**src/rtl/fifo_uart_pkg.sv**
```systemverilog
// Shared types and line levels for the FIFO-drain UART transmitter.
package fifo_uart_pkg;

    typedef enum logic [2:0] {
        IDLE,
        POP,
        LOAD,
        START,
        DATA,
        STOP
    } tx_state_t;

    localparam logic START_BIT  = 1'b0;
    localparam logic STOP_BIT   = 1'b1;
    localparam logic IDLE_LEVEL = 1'b1;

endpackage

```
**src/rtl/fifo_uart_tx_baud_tick.sv**
```systemverilog
// Bit-period timer: tick is high on the last clk cycle of every serial bit.
module baud_tick #(
    parameter int unsigned CLKS_PER_BIT = 16
) (
    input  logic clk,
    input  logic rst,
    input  logic clear,
    output logic tick
);

    localparam int unsigned CNT_W = (CLKS_PER_BIT > 1) ? $clog2(CLKS_PER_BIT) : 1;

    logic [CNT_W-1:0] cnt_q, cnt_d;

    assign tick = (cnt_q == CNT_W'(CLKS_PER_BIT - 1));

    always_comb begin
        cnt_d = cnt_q + CNT_W'(1);
        if (clear || tick) begin
            cnt_d = '0;
        end
    end

    always_ff @(posedge clk or negedge rst) begin
        if (!rst) begin
            cnt_q <= '0;
        end else begin
            cnt_q <= cnt_d;
        end
    end

endmodule

```
**src/rtl/fifo_uart_tx.sv**
```systemverilog
// Pops bytes from the synchronous byte FIFO and sends each as an 8N1 frame on tx.
module fifo_uart_tx
    import fifo_uart_pkg::*;
#(
    parameter int unsigned DATA_W       = 8,
    parameter int unsigned CLKS_PER_BIT = 16
) (
    input  logic              clk,
    input  logic              rst,
    input  logic              en,
    input  logic              empty,
    input  logic [DATA_W-1:0] fifo_data,
    output logic              rd,
    output logic              tx,
    output logic              busy,
    output logic              frame_done
);

    localparam int unsigned BIT_W = (DATA_W > 1) ? $clog2(DATA_W) : 1;

    tx_state_t         state_q, state_d;
    logic [DATA_W-1:0] shift_q, shift_d;
    logic [BIT_W-1:0]  bit_cnt_q, bit_cnt_d;
    logic              tick;
    logic              baud_clear;

    baud_tick #(
        .CLKS_PER_BIT(CLKS_PER_BIT)
    ) u_baud_tick (
        .clk  (clk),
        .rst  (rst),
        .clear(baud_clear),
        .tick (tick)
    );

    // Outputs decode from registered state only, so reset forces tx high without a clock.
    always_comb begin
        state_d    = state_q;
        shift_d    = shift_q;
        bit_cnt_d  = bit_cnt_q;
        baud_clear = 1'b0;
        rd         = 1'b0;
        tx         = IDLE_LEVEL;
        busy       = 1'b1;
        frame_done = 1'b0;

        case (state_q)
            IDLE: begin
                busy = 1'b0;
                if (en && !empty) begin
                    state_d = POP;
                end
            end
            POP: begin
                rd      = 1'b1;
                state_d = LOAD;
            end
            LOAD: begin
                shift_d    = fifo_data;
                baud_clear = 1'b1;
                state_d    = START;
            end
            START: begin
                tx = START_BIT;
                if (tick) begin
                    bit_cnt_d = '0;
                    state_d   = DATA;
                end
            end
            DATA: begin
                tx = shift_q[0];
                if (tick) begin
                    shift_d   = shift_q >> 1;
                    bit_cnt_d = bit_cnt_q + BIT_W'(1);
                    if (bit_cnt_q == BIT_W'(DATA_W - 1)) begin
                        state_d = STOP;
                    end
                end
            end
            STOP: begin
                tx = STOP_BIT;
                if (tick) begin
                    frame_done = 1'b1;
                    state_d    = (en && !empty) ? POP : IDLE;
                end
            end
            default: begin
                state_d = IDLE;
            end
        endcase
    end

    always_ff @(posedge clk or negedge rst) begin
        if (!rst) begin
            state_q   <= IDLE;
            shift_q   <= '0;
            bit_cnt_q <= '0;
        end else begin
            state_q   <= state_d;
            shift_q   <= shift_d;
            bit_cnt_q <= bit_cnt_d;
        end
    end

endmodule

```
**config.mk**
```make
export PLATFORM = sky130hd
export DESIGN_NAME = fifo_uart_tx
export DESIGN_NICKNAME = d
export VERILOG_FILES = /design/src/rtl/fifo_uart_pkg.sv /design/src/rtl/fifo_uart_tx_baud_tick.sv /design/src/rtl/fifo_uart_tx.sv
export SDC_FILE = /design/constraint.sdc
export NUM_CORES = 1
export LEC_CHECK = 0
export CORE_MARGIN = 1
export CORE_UTILIZATION = 40
export DETAILED_ROUTE_END_ITERATION = 16
export DONT_BUFFER_PORTS = 1
export PLACE_DENSITY_LB_ADDON = 0.2
export SLEW_MARGIN = 30
export SYNTH_ARGS = -nofsm -noshare
export SYNTH_HDL_FRONTEND = slang
export SYNTH_HIERARCHICAL = 1
export SYNTH_SLANG_ARGS = --single-unit
```
**constraint.sdc**
```tcl
create_clock -name clk -period 1.8 [get_ports clk]
set_input_delay 0.09 -clock clk [delete_from_list [all_inputs] [get_ports clk]]
set_output_delay 0.09 -clock clk [all_outputs]
set_load 0.005 [all_outputs]
```
==> reports/qor.csv <==
stage;metric;value;unit
place;DPL Wire Length;1.231;mm
global_routing;leftover overflow at the end of global routing;0;
global_routing;Tot GR Track Use;0.1707;
die;Die H;51.14;µm
sta;worst hold-check slack;0.04838;ns
synth;Unique masters post-synth;30;
place;number of placed instances, taps included;113;
die;Core Region;2255;µm²
place;gp weighted congestion;0.7362;
sta;share of the clock period used by the worst path after layout;0.9336;
cts;Max H-tree Level;1;
pwr;clock network power share;0.147;
synth;Seq/Total Area, Yosys;0.4663;
synth;Post-Syn Area;965.9;µm²
sta;hold violation count in the final report;0;
pwr;Worst IR Drop VDD;0.7062;mV
synth;share of flip-flops with an asynchronous set or reset after synthesis;1.000;
sta;highest achievable clock rate;595.1;MHz
cts;TritonCTS clock tree;yes;
cts;clock-pin slew reported for the worst setup and hold paths after clock tree synthesis;0.10;ns
sta;Finish-stage setup viols;0;
layout;number of fill cells in the layout;208;
layout;core utilization of the finished layout;0.4872;
sta;RSZ-0062 raised after global routing;no;
critical_path;class of the most critical setup path;reg -> reg;
synth;Mapped Nets;97;
cts;clock network latency to the later pin of the worst-skew pair;0.28;ns
critical_path;Worst Path Required;1.98;ns
place;count of buffers inserted at the top-level ports;0;
global_routing;initial antenna violation count;0;
synth;most instantiated flip-flop cell in the synthesis netlist;dfrtp_1;
die;IO Count;16;
critical_path;critical path fanouts, max;8;
die;starting utilization of the core area;0.4284;
synth;count of state elements after synthesis;18;
die;Total Die Area;2615;µm²
pwr;sequential power share;0.505;
cts;Root Driver;clkbuf_4;
pwr;total power after layout;1.312;mW
place;standard cell area after detailed placement;1046;µm²
synth;number of enable-type register cells in the synthesized netlist;0;
pwr;net switching power;0.4273;mW
detailed_routing;total routed wirelength;1.790;mm
die;horizontal die dimension;51.14;µm
global_routing;via count of the first global-routing pass;719;
detailed_routing;post-detailed-route via-to-cell ratio;5.513;
synth;Ys Warns;6;
layout;non-filler instance count after layout;119;
global_routing;maximum number of pins on one net before global-route repair;19;
detailed_routing;post-route DRC violation count;0;
critical_path;startpoint type of the worst setup path;register;
die;number of rows in the core area;17;
sta;sum of negative setup slack;0;ns
detailed_routing;initial detailed-routing violation count;7;
place;pre-CTS setup slack;0.05653;ns
sta;number of pins exceeding their max-slew limit in the final report;0;
sta;clock tree skew after final layout;0.0009008;ns
run_status;outcome;completed;
global_routing;first-pass GRT wire length;3.236;mm
sta;Max transition margin;0.4570;
job;max-cap viol count;0;
layout;Net count, final;108;
worst_hold_path;worst hold path class;in -> reg;
detailed_routing;iteration count of the initial detailed-routing pass;4;
pwr;static leakage;0.4739;nW
synth;mean post-synth cell area;11.78;µm²
cts;number of sinks driven by the clock tree;18;
layout;area growth from synthesis to final layout;13.73;%
sta;slew of the pin with the lowest slew margin;0.8117;ns
pwr;switching part of the total;0.3256;
critical_path;arrival time at the worst endpoint;1.86;ns
layout;share of final-layout standard cells stronger than drive strength 1;0.3077;
pwr;internal power of the cells;0.8851;mW
cts;CTS buffer count;3;
layout;Diodes inserted;0;
detailed_routing;Antenna Violating Nets Remaining;0;
layout;final instance area;1099;µm²
detailed_routing;WL/cell;15.04;µm
critical_path;category of the worst setup path capture point;register;
sta;post-layout minimum cycle time;1.680;ns
cts;maximum buffer depth of the clock tree;2;
detailed_routing;vias;656;
synth;post-synthesis instance total;82;
sta;final worst setup slack;0.1195;ns
pwr;combinational cell fraction of total power;0.348;
pwr;power density over cell area;1195;nW/µm²
timing repair:
item                       CTS  global route
buffers inserted             0             1
hold buffers                 2             0
setup endpoints to repair    0             7
hold endpoints to repair    19             0
gates resized for setup      0             1
cell usage in the layout (no fill, tap or decap), types with 2 or more instances in the layout:
cell type / count
ha_1: 2
a21oi_1: 6
clkbuf_4: 3
buf_4: 6
inv_1: 3
mux2i_1: 2
mux2_2: 14
o22ai_1: 2
o21ai_0: 5
a31oi_1: 3
dlygate4sd3_1: 2
dfrtp_1: 18
nor3b_1: 4
nand2_1: 2
worst max-delay path, cell delays in order, from the launching register on:
cell and delay (ns):
dfrtp_1 0.39, ha_2 0.22, and3_4 0.19, nand3b_1 0.12, a21oi_4 0.28, mux2_2 0.37
cell families after synthesis:
group	count (synthesis)	share of synthesized area
AO/OA/AOI/OAI	20	0.1321
XOR/XNOR	1	0.009069
adder cells (fa/ha/maj)	3	0.03886
buffers and inverters	6	0.02461
flip-flops	18	0.4663
multiplexers	16	0.1839
AND/OR/NAND/NOR	18	0.1451
final cells by class:
type | count | area, µm² | share of cell area
Tap cell | 28 | 35.03 | 0.03189
Multi-Input combinational cell | 58 | 494.2 | 0.4499
Timing Repair Buffer | 9 | 85.08 | 0.07745
Inverter | 3 | 11.26 | 0.01025
Clock buffer | 3 | 22.52 | 0.02050
Sequential cell | 18 | 450.4 | 0.4100
path summary, 6_finish.rpt:
check | startpoint | to | slack [ns] | cells after the start
setup / recovery | u_baud_tick/cnt_q[0] | shift_q[1] | 0.12 | 5
hold / removal | en | state_q[0] | 0.05 | 2
setup reg to reg | u_baud_tick/cnt_q[0] | shift_q[1] | 0.12 | 5
hold reg to reg | shift_q[5] | shift_q[5] | 0.52 | 1
max in group asynchronous | rst | bit_cnt_q[1] | 0.97 | 1
min in group asynchronous | rst | bit_cnt_q[0] | 0.33 | 1
sequential cells by signal, summed over array words and instances, names as in the netlist:
| name | flops |
|---|---|
| shift_q | 8 |
| u_baud_tick/cnt_q | 4 |
| bit_cnt_q | 3 |
| state_q | 3 |
cell usage after synthesis, types with 2 or more instances:
| master | count | area share |
|---|---|---|
| a21oi_1 | 6 | 0.031 |
| a31oi_1 | 3 | 0.019 |
| clkbuf_1 | 2 | 0.0078 |
| dfrtp_1 | 18 | 0.47 |
| ha_1 | 3 | 0.039 |
| inv_1 | 3 | 0.012 |
| mux2_2 | 14 | 0.16 |
| mux2i_1 | 2 | 0.021 |
| nand2_1 | 2 | 0.0078 |
| nor3b_1 | 4 | 0.031 |
| o21ai_0 | 5 | 0.026 |
| o22ai_1 | 2 | 0.013 |
power by group through the flow:
stage	Clock (mW)	Sequential (mW)	Combinational, mW
2_1_floorplan	0	0.648	0.330
3_3_place_gp	0	0.664	0.402
3_5_place_dp	0	0.671	0.417
4_1_cts	0.203	0.663	0.432
5_1_grt	0.220	0.683	0.505
6_report	0.193	0.663	0.457
metal layers:
metal / wire length [µm] / track usage
met5: 0 / 0
met4: 14 / 0.08333
met3: 82 / 0.03274
met2: 836 / 0.2500
met1: 857 / 0.2387
Power figures use the tool's default switching activity.
